**config.mk**
```make
export PLATFORM = sky130hd
export DESIGN_NAME = sp_cmd_issuer_flat
export DESIGN_NICKNAME = d
export VERILOG_FILES = /design/src/rtl/sp_cmd_pkg.sv /design/src/rtl/sp_cmd_issuer_if.sv /design/src/rtl/sp_rr_arbiter.sv /design/src/rtl/sp_cmd_issuer.sv /design/src/flat_wrapper.sv
export SDC_FILE = /design/constraint.sdc
export NUM_CORES = 1
export LEC_CHECK = 0
export ABC_AREA = 1
export BUFFER_PORTS_ARGS = -buffer_cell sky130_fd_sc_hd__buf_4
export CAP_MARGIN = 20
export CORE_MARGIN = 2
export CORE_UTILIZATION = 45
export CTS_CLUSTER_SIZE = 8
export DETAILED_ROUTE_END_ITERATION = 6
export MAX_ROUTING_LAYER = met4
export SKIP_CTS_REPAIR_TIMING = 1
export SLEW_MARGIN = 10
export SYNTH_ARGS = -nofsm -noshare
export SYNTH_HDL_FRONTEND = slang
export SYNTH_SLANG_ARGS = --single-unit
```
**constraint.sdc**
```tcl
create_clock -name clk -period 3.1 [get_ports clk]
set_clock_uncertainty 0.05 [all_clocks]
set_input_delay 0.31 -clock clk [delete_from_list [all_inputs] [get_ports clk]]
set_output_delay 0.31 -clock clk [all_outputs]
set_load 0.05 [all_outputs]
```
**src/rtl/sp_cmd_pkg.sv**
```systemverilog
`default_nettype none
// ============================================================================
// Module      : sp_cmd_pkg
// Description : Shared types and constants for the command issuer slice:
//               unit-index type, unit-count ceiling, busy-counter width and
//               the round-robin pointer advance helper.
// Revision    : 1.0 - initial release
// ============================================================================
package sp_cmd_pkg;

    // Largest number of command units the issuer is built for
    localparam int MAX_UNITS  = 16;
    // Width of the per-unit busy-cycle counter
    localparam int CNT_W      = 16;
    localparam int UNIT_IDX_W = $clog2(MAX_UNITS);

    typedef logic [UNIT_IDX_W-1:0] unit_idx_t;
    typedef logic [CNT_W-1:0]      busy_cnt_t;

    // Saturation value of the busy-cycle counter
    localparam busy_cnt_t CNT_SAT = '1;

    // Pointer value that follows a grant to unit idx, wrapping at n-1 -> 0
    function automatic unit_idx_t wrap_next(unit_idx_t idx, int n);
        if (int'(idx) + 1 >= n) begin
            return '0;
        end
        return idx + 1'b1;
    endfunction

endpackage : sp_cmd_pkg
`default_nettype wire

```
**src/rtl/sp_cmd_issuer_if.sv**
```systemverilog
`default_nettype none
// ============================================================================
// Module      : sp_cmd_issuer_if
// Description : Bundle of requester, unit and status signals of the command
//               issuer. slave = issuer side, master = environment side.
// Revision    : 1.0 - initial release
// ============================================================================
interface sp_cmd_issuer_if #(
    parameter int NUM_UNITS = 4
);
    localparam int c_idx_w = $clog2(NUM_UNITS);

    // Requester side
    logic                 cmd_valid;
    logic [c_idx_w-1:0]   cmd_unit;
    logic                 cmd_ready;
    // Unit side
    logic [NUM_UNITS-1:0] issue_new_request;
    logic [NUM_UNITS-1:0] issue_ready;
    logic [NUM_UNITS-1:0] wb_done;
    logic [NUM_UNITS-1:0] wb_ack;
    // Status
    logic                 done_valid;
    logic [c_idx_w-1:0]   done_unit;
    logic [NUM_UNITS-1:0] busy;
    logic                 timeout_err;
    logic [c_idx_w-1:0]   timeout_unit;

    modport slave (
        input  cmd_valid, cmd_unit, issue_ready, wb_done,
        output cmd_ready, issue_new_request, wb_ack,
               done_valid, done_unit, busy, timeout_err, timeout_unit
    );

    modport master (
        output cmd_valid, cmd_unit, issue_ready, wb_done,
        input  cmd_ready, issue_new_request, wb_ack,
               done_valid, done_unit, busy, timeout_err, timeout_unit
    );

endinterface : sp_cmd_issuer_if
`default_nettype wire

```
**src/rtl/sp_rr_arbiter.sv**
```systemverilog
`default_nettype none
// ============================================================================
// Module      : sp_rr_arbiter
// Description : Combinational round-robin arbiter. Searches the request
//               vector starting at the priority pointer and returns a one-hot
//               grant plus the granted index.
// Revision    : 1.0 - initial release
// ============================================================================
module sp_rr_arbiter #(
    parameter int N     = 4,
    parameter int IDX_W = $clog2(N)
) (
    input  logic [N-1:0]     i_req,
    input  logic [IDX_W-1:0] i_ptr,
    output logic [N-1:0]     o_grant,
    output logic [IDX_W-1:0] o_idx,
    output logic             o_valid
);

    // First requester at or after the pointer (circularly) wins
    always_comb begin
        int               cand;
        logic [IDX_W-1:0] cand_idx;
        o_grant  = '0;
        o_idx    = '0;
        o_valid  = 1'b0;
        cand     = 0;
        cand_idx = '0;
        for (int k = 0; k < N; k++) begin
            cand     = (int'(i_ptr) + k) % N;
            cand_idx = IDX_W'(cand);
            if (!o_valid && i_req[cand_idx]) begin
                o_valid           = 1'b1;
                o_grant[cand_idx] = 1'b1;
                o_idx             = cand_idx;
            end
        end
    end

endmodule : sp_rr_arbiter
`default_nettype wire

```
**src/rtl/sp_cmd_issuer.sv**
```systemverilog
`default_nettype none
// ============================================================================
// Module      : sp_cmd_issuer
// Description : Issues one command at a time to NUM_UNITS command units,
//               tracks one outstanding command per unit, acknowledges unit
//               completions round-robin and flags the first unit that stays
//               busy for TIMEOUT_CYCLES cycles.
// Revision    : 1.0 - initial release
// ============================================================================
module sp_cmd_issuer
    import sp_cmd_pkg::*;
#(
    parameter int NUM_UNITS      = 4,
    parameter int TIMEOUT_CYCLES = 1024
) (
    input  logic           clk,
    input  logic           rst,
    sp_cmd_issuer_if.slave bus
);

    localparam int               c_idx_w     = $clog2(NUM_UNITS);
    localparam logic [c_idx_w:0] c_num_units = (c_idx_w + 1)'(NUM_UNITS);

    // Registered state
    logic [NUM_UNITS-1:0] busy_q,       busy_d;
    logic [c_idx_w-1:0]   ptr_q,        ptr_d;
    logic                 done_valid_q, done_valid_d;
    logic [c_idx_w-1:0]   done_unit_q,  done_unit_d;
    busy_cnt_t            cnt_q [NUM_UNITS];
    busy_cnt_t            cnt_d [NUM_UNITS];
    logic                 to_err_q,     to_err_d;
    logic [c_idx_w-1:0]   to_unit_q,    to_unit_d;

    // Combinational
    logic                 w_unit_ok;
    logic                 w_cmd_ready;
    logic                 w_cmd_fire;
    logic [NUM_UNITS-1:0] w_issue;
    logic [NUM_UNITS-1:0] w_wb_req;
    logic [NUM_UNITS-1:0] w_grant;
    logic [c_idx_w-1:0]   w_grant_idx;
    logic                 w_grant_valid;
    logic [NUM_UNITS-1:0] w_to_hit;

    // Accept a command when its (in-range) target is idle and ready
    always_comb begin
        w_unit_ok   = ({1'b0, bus.cmd_unit} < c_num_units);
        w_cmd_ready = 1'b0;
        if (!rst && w_unit_ok) begin
            w_cmd_ready = !busy_q[bus.cmd_unit] && bus.issue_ready[bus.cmd_unit];
        end
        w_cmd_fire = bus.cmd_valid && w_cmd_ready;
        w_issue    = '0;
        for (int i = 0; i < NUM_UNITS; i++) begin
            if (w_cmd_fire && (bus.cmd_unit == c_idx_w'(i))) begin
                w_issue[i] = 1'b1;
            end
        end
    end

    // Only units that actually own a command may be acknowledged
    assign w_wb_req = rst ? '0 : (bus.wb_done & busy_q);

    sp_rr_arbiter #(
        .N     (NUM_UNITS),
        .IDX_W (c_idx_w)
    ) u_wb_arb (
        .i_req   (w_wb_req),
        .i_ptr   (ptr_q),
        .o_grant (w_grant),
        .o_idx   (w_grant_idx),
        .o_valid (w_grant_valid)
    );

    // Busy bitmap, priority pointer and completion report
    always_comb begin
        busy_d       = (busy_q & ~w_grant) | w_issue;
        ptr_d        = ptr_q;
        if (w_grant_valid) begin
            ptr_d = c_idx_w'(wrap_next(unit_idx_t'(w_grant_idx), NUM_UNITS));
        end
        done_valid_d = w_grant_valid;
        done_unit_d  = w_grant_valid ? w_grant_idx : done_unit_q;
    end

    // Per-unit busy-cycle counters; a hit marks the cycle a counter reaches the limit
    always_comb begin
        w_to_hit = '0;
        for (int i = 0; i < NUM_UNITS; i++) begin
            cnt_d[i] = cnt_q[i];
            if (w_issue[i]) begin
                cnt_d[i] = '0;
            end else if (busy_q[i] && (cnt_q[i] != CNT_SAT)) begin
                cnt_d[i]    = cnt_q[i] + 1'b1;
                w_to_hit[i] = (TIMEOUT_CYCLES != 0) &&
                              ((32'(cnt_q[i]) + 32'd1) == 32'(TIMEOUT_CYCLES));
            end
        end
    end

    // Sticky timeout flag; the lowest-index unit wins a same-cycle tie
    always_comb begin
        to_err_d  = to_err_q;
        to_unit_d = to_unit_q;
        if (!to_err_q && (|w_to_hit)) begin
            to_err_d = 1'b1;
            for (int i = NUM_UNITS - 1; i >= 0; i--) begin
                if (w_to_hit[i]) begin
                    to_unit_d = c_idx_w'(i);
                end
            end
        end
    end

    // State registers; reset abandons every outstanding command
    always_ff @(posedge clk) begin
        if (rst) begin
            busy_q       <= '0;
            ptr_q        <= '0;
            done_valid_q <= 1'b0;
            done_unit_q  <= '0;
            to_err_q     <= 1'b0;
            to_unit_q    <= '0;
            for (int i = 0; i < NUM_UNITS; i++) begin
                cnt_q[i] <= '0;
            end
        end else begin
            busy_q       <= busy_d;
            ptr_q        <= ptr_d;
            done_valid_q <= done_valid_d;
            done_unit_q  <= done_unit_d;
            to_err_q     <= to_err_d;
            to_unit_q    <= to_unit_d;
            for (int i = 0; i < NUM_UNITS; i++) begin
                cnt_q[i] <= cnt_d[i];
            end
        end
    end

    assign bus.cmd_ready         = w_cmd_ready;
    assign bus.issue_new_request = w_issue;
    assign bus.wb_ack            = w_grant;
    assign bus.done_valid        = done_valid_q;
    assign bus.done_unit         = done_unit_q;
    assign bus.busy              = busy_q;
    assign bus.timeout_err       = to_err_q;
    assign bus.timeout_unit      = to_unit_q;

endmodule : sp_cmd_issuer
`default_nettype wire

```
**src/flat_wrapper.sv**
```systemverilog
// flat-port wrapper written by rule: the top's interface ports become plain ports
module sp_cmd_issuer_flat import sp_cmd_pkg::*;
#(
    parameter int NUM_UNITS      = 4,
    parameter int TIMEOUT_CYCLES = 1024
)
  (clk, rst, bus_cmd_valid, bus_cmd_unit, bus_issue_ready, bus_wb_done, bus_cmd_ready, bus_issue_new_request, bus_wb_ack, bus_done_valid, bus_done_unit, bus_busy, bus_timeout_err, bus_timeout_unit);
  sp_cmd_issuer_if #(.NUM_UNITS(NUM_UNITS)) bus_i ();
  input  logic clk;
  input  logic rst;
  input wire logic [$bits(bus_i.cmd_valid)-1:0] bus_cmd_valid;
  input wire logic [$bits(bus_i.cmd_unit)-1:0] bus_cmd_unit;
  input wire logic [$bits(bus_i.issue_ready)-1:0] bus_issue_ready;
  input wire logic [$bits(bus_i.wb_done)-1:0] bus_wb_done;
  output wire logic [$bits(bus_i.cmd_ready)-1:0] bus_cmd_ready;
  output wire logic [$bits(bus_i.issue_new_request)-1:0] bus_issue_new_request;
  output wire logic [$bits(bus_i.wb_ack)-1:0] bus_wb_ack;
  output wire logic [$bits(bus_i.done_valid)-1:0] bus_done_valid;
  output wire logic [$bits(bus_i.done_unit)-1:0] bus_done_unit;
  output wire logic [$bits(bus_i.busy)-1:0] bus_busy;
  output wire logic [$bits(bus_i.timeout_err)-1:0] bus_timeout_err;
  output wire logic [$bits(bus_i.timeout_unit)-1:0] bus_timeout_unit;
  assign bus_i.cmd_valid = bus_cmd_valid;
  assign bus_i.cmd_unit = bus_cmd_unit;
  assign bus_i.issue_ready = bus_issue_ready;
  assign bus_i.wb_done = bus_wb_done;
  assign bus_cmd_ready = bus_i.cmd_ready;
  assign bus_issue_new_request = bus_i.issue_new_request;
  assign bus_wb_ack = bus_i.wb_ack;
  assign bus_done_valid = bus_i.done_valid;
  assign bus_done_unit = bus_i.done_unit;
  assign bus_busy = bus_i.busy;
  assign bus_timeout_err = bus_i.timeout_err;
  assign bus_timeout_unit = bus_i.timeout_unit;
  sp_cmd_issuer #(.NUM_UNITS(NUM_UNITS), .TIMEOUT_CYCLES(TIMEOUT_CYCLES)) u_core (.clk(clk), .rst(rst), .bus(bus_i));
endmodule
```
---- After elaboration in Yosys (flattened, before gate mapping) ----
Memories as Yosys holds them, arrays and structs flattened.
Index checks and enable logic that the tools add are counted.
word-level totals
  flip-flop bits (word level) ............. 12
  RAM bits ................................ 64
  input port bits ......................... 13
  output and inout bits ................... 19
  word-level logic and storage cells ...... 148
  memories ................................ 1
cells by class
  add/sub/neg operators ................... 13
  magnitude comparators ................... 10
  eq/ne operators ......................... 11
  multiplexer cells ....................... 69
  bitwise gates (word level) .............. 11
  reductions and logical operators ........ 27
memory list
  name          words  width  rd ports  clocked after memory_dff  wr ports  RTL line             RTL
  u_core.cnt_q  4      16     4         0                         4         sp_cmd_issuer.sv:29  busy_cnt_t cnt_q [NUM_UNITS];
operators by type and width
  operator                                                number
  2-to-1 mux 16 bit                                       12
  equality test 32 x 11 -> 1 bit (second input constant)  4
  adder 16 x 1 -> 17 bit (second input constant)          4
  adder 16 x 1 -> 16 bit (second input constant)          4
  != test 16 bit (second input constant)                  4
  >= comparator 32 x 4 -> 1 bit (second input constant)   1
  2-to-1 mux 1 bit                                        32
  2-to-1 mux 2 bit                                        10
  2-to-1 mux 4 bit                                        5
  logical AND 1 bit                                       18
  OR 4 bit                                                4
  < comparator 2 x 3 -> 1 bit (second input constant)     5
  binary-select mux 1 bit (select 2 bit)                  6
  bitwise AND 4 bit                                       2
  demux 1 bit (select 2 bit)                              4
  >= comparator 2 x 1 -> 1 bit (second input constant)    4
  zero test 1 bit                                         5
  adder 2 x 1 -> 2 bit (second input constant)            2
  adder 2 bit (second input constant)                     2
  equality test 2 bit (second input constant)             2
  inverter 4 bit                                          1
  OR 1 bit                                                4
  nonzero test 4 bit                                      1
  OR reduction 4 bit                                      1
  other kinds (4)                                         4

---- Longest topological paths before layout ----
  word-level depth ........................ 19
  gate-level depth with buffers ........... 17
  gate-level depth less buffers ........... 17

---- Cells and area by module ----
A second synthesis with hierarchy kept.
unflattened totals
  cell total of the unflattened synthesis .. 947
  area total of the unflattened synthesis .. 5671.7 µm²
modules (own cells, without submodules)
  module         instances  cells an instance  area each (µm²)  sequential area each (µm²)
  sp_cmd_issuer  1          873                5231.3           1521.5
  sp_rr_arbiter  1          74                 440.4            0.0

---- Worst setup path after synthesis ----
No wires, ideal clock.
  path kind ............................... register to register
  from .................................... reg u_core.busy_q[2], in the netlist u_core.bus.busy[2]
  to ...................................... mem u_core.cnt_q[2][10] in the netlist's numbering
  library setup time ...................... 0.136 ns
  arrival time ............................ 2.576 ns
  required time ........................... 2.914 ns
  slack ................................... 0.337 ns
  stages on the path, launching flop included .. 11
  path buffers ............................ 0
  clock period less this slack ............ 2.763 ns
  cell sequence ........................... dfxtp_1 > nand3_1 > nand3_1 > nor2_2 > nand3_1 > nor3_1 > inv_2 > nand2_2 > inv_2 > o21ai_0 > a31oi_1
RTL lines
  item                      RTL line              RTL
  start: declaration        sp_cmd_issuer.sv:25   logic [NUM_UNITS-1:0] busy_q, busy_d;
  start signal: assignment  sp_cmd_issuer.sv:128  busy_q <= busy_d;
  end: declaration          sp_cmd_issuer.sv:29

==> results.yml <==
placed_design:
  post_dp_cell_area_sq_mm: 0.005416
  dp.final_hpwl_microns: 9614
  place.port_buffers: 31
  globalplace.congestion: 0.8946
  dpl.cell_count: 966
global_routing:
  wire_length_of_the_first_global_routing_pass_microns: 21420
  largest_net_degree_at_the_start_of_global_routing: 20
  grt_remaining_overflow: 0
  via_count_of_the_first_global_routing_pass: 4778
  antenna_violations_before_repair: 0
  grtUsageTotal: 0.2311
logic_synthesis:
  synth_cells: 805
  synth-async-reset-ratio: 0
  synth_area_sq_mm: 0.005047
  yosysSeqAreaShare: 0.3014
  yosys_warnings: 0
  synth_area_per_cell_sq_um: 6.270
  ys_seq_elements: 76
  synth_fp_nets: 829
  ys.flop_type: "dfxtp_1"
  post_synth_num_cell_types: 37
  synth_edf_count: 0
power:
  peak_supply_drop_uv: 342.2
  p_total_uw: 2426
  power_density_of_the_placed_cells_mw_per_mm2: 428.9
  static_leakage_uw: 0.002288
timing:
  timing.final.crit_share: 0.8991
  setup_tns_after_final_layout_ns: 0
  finalSetupViolCount: 0
  worst_slew_pin_slew_ns: 0.7502
  timing.slew.headroom: 0.4999
  grt_setup_unrepaired: "no"
  fmaxAchievable_mhz: 358.8
  hold_viol_final: 0
  time_the_worst_path_needs_with_i_o_delays_and_setup_ns: 2.787
  slew_viols_final: 0
  holdWs_ns: 0.1373
floorplanning:
  die-height_microns: 109.9
  initial_core_util: 0.4636
  top_level_ports: 32
  design.die.area_sq_mm: 0.01208
  dieWidth_microns: 109.9
  core_area_sq_mm: 0.01089
  row_count: 38
route:
  vias_per_cell: 5.225
  detailedRoute.firstIterationViolations: 297
  dr.pass1.iters: 5
  avgRoutedWirePerCell_microns: 12.91
  detail_route.drc_violations: 0
  antenna_nets_post_route: 0
  num_vias: 5126
  totalWireLength_microns: 12670
clocking:
  clk-insertion-delay-late_ns: 0.37
  clock_sinks: 76
  ctsLongestPathBuffers: 2
  cts_inserted_buffers: 9
  cts_tree: "done"
  worst_setup_hold_path_clk_slew_ns: 0.08
  htreeDepth: 3
  clock-root-buffer: "clkbuf_8"
layout:
  areaGrowthSynthToFinish_pct: 12.05
  design_area_sq_mm: 0.005655
  post_route_cells_drive_above_1_share: 0.1332
  highest_count_cells_in_the_layout_ignoring_fill_and_taps: "nand2_1 (226), nor2_1 (93), inv_1 (87)"
  finish.net_count: 861
  commonest_non_fill_non_tap_cell_in_the_layout: "nand2_1"
  final_cell_count_no_fill: 981
  antenna_cells: 0
critical_path:
  rr_endpoint: "u_core.cnt_q[1][0]$_SDFFE_PP0P_"
  worst-path-max-fanout: 9
  worst-r2r-cell-count: 9
  timing.critical_path.required_ns: 2.74
  startpoint_type: "flop"
  timing_worst_setup_path_type: "flop to output pin"
  critical_path.endpoint_type: "output pin"
  critPathArrivalTime_ns: 2.43
  r2r_start: "u_core.cnt_q[1][0]$_SDFFE_PP0P_"
  critical_path.endpoint: "bus_wb_ack[2]"
  reg2reg_setup_slack_ns: 0.58
  timing.critical_path.cells: "inv_2 -> ha_1 -> nand2_1 -> o21ai_2 -> nor2_1 -> nand2_1 -> nor2_2 -> inv_2 -> o21ai_1 -> buf_4"
  crit_path_top_delay_cell: "dfxtp_1"
  critical-path-max-stage-delay_ns: 0.46
outcome:
  outcome: "finished clean"
job:
  cap_violations: 0
hold_path:
  min_path_type: "primary input to flop"
-- critical path: cells and delay by family, from the launching register on --
kind	cells	cell delay, ns
adders and majority gates	1	0.37
DFF	1	0.46
and+or+nand+nor	4	0.58
buffers and inverters	3	0.43
AOI/OAI and AO/OA	2	0.24
-- state kept, by name (all words and copies together), names as in the netlist, named ones only --
name,cells
u_core.cnt_q,64
u_core.bus.busy,4
u_core.bus.done_unit,2
u_core.bus.timeout_unit,2
u_core.bus.done_valid,1
u_core.bus.timeout_err,1
u_core.ptr_q,1
-- synth_stat cells (6+ instances only) --
cell type,count,area [sq um]
a211oi_1,16,120.1
a21oi_1,55,275.3
clkbuf_1,6,22.52
dfxtp_1,76,1521
ha_1,11,137.6
inv_1,87,326.6
inv_2,12,45.04
nand2_1,226,848.3
nand2_2,17,106.4
nand3_1,51,255.2
nand3_2,8,80.08
nand4_1,19,118.9
nor2_1,93,349.1
nor2_2,12,75.07
nor2_4,8,90.09
nor3_1,9,45.04
o21ai_0,38,190.2
o21ai_1,7,35.03
o21bai_1,6,45.04
xnor2_1,6,52.55
xor2_1,11,96.34
-- area by class of cell --
cell class / instances / area [sq um]
clock buffers: 11 / 141.4
clock inverters: 4 / 97.59
fillers: 1150 / 5233
inverters: 100 / 375.4
multi-input cells: 617 / 3097
flip-flops and latches: 76 / 1521
well taps: 140 / 175.2
repair buffers: 33 / 247.7
-- metal layers --
layer | share of wire | vias to the layer above | track usage
li1 | - | 2691 | -
met1 | 0.48 | 2323 | 0.2945
met3 | 0.048 | 12 | 0.05572
met5 | 0 | - | -
met4 | 0.012 | 0 | 0.06510
met2 | 0.46 | 100 | 0.3646
-- worst min-delay path by stage --
stage | from | to | slack (ns) | cells past startpoint
global route | rst | u_core.bus.timeout_err$_SDFFE_PP0P_ | 0.12 | 2
floorplan | u_core.cnt_q[0][15]$_SDFFE_PP0P_ | u_core.cnt_q[0][15]$_SDFFE_PP0P_ | 0.40 | 2
global placement | u_core.bus.done_unit[1]$_SDFFE_PP0P_ | u_core.bus.done_unit[1]$_SDFFE_PP0P_ | 0.41 | 2
finish | rst | u_core.bus.busy[3]$_SDFF_PP0_ | 0.14 | 2
CTS | rst | u_core.bus.busy[3]$_SDFF_PP0_ | 0.11 | 2
detailed placement | u_core.bus.done_unit[1]$_SDFFE_PP0P_ | u_core.bus.done_unit[1]$_SDFFE_PP0P_ | 0.42 | 2
-- cells by family (layout without fill, tap and decap cells) --
| group | after synthesis | count (layout) | synth area share |
|---|---|---|---|
| buffers and inverters | 112 | 148 | 0.08502 |
| DFF | 76 | 76 | 0.3014 |
| and+or+nand+nor | 454 | 454 | 0.4053 |
| xor gates and xnor gates | 17 | 17 | 0.02950 |
| adders and majority gates | 11 | 11 | 0.02727 |
| AOI/OAI and AO/OA | 135 | 135 | 0.1515 |
-- stage by stage --
| step | util | setup slack, ns |
|---|---|---|
| 2_1_floorplan | - | 0.3373 |
| 3_3_place_gp | 0.4975 | 0.7153 |
| 3_5_place_dp | 0.4975 | 0.6093 |
| 4_1_cts | 0.5194 | 0.3091 |
| 5_1_grt | 0.5194 | 0.05525 |
| 6_report | 0.5194 | 0.3129 |
-- power breakdown --
part / internal [uW] / switching (uW)
Sequential: 1020 / 46.6
Clock: 553 / 384
Combinational: 132 / 295
Power figures use the tool's default switching activity.
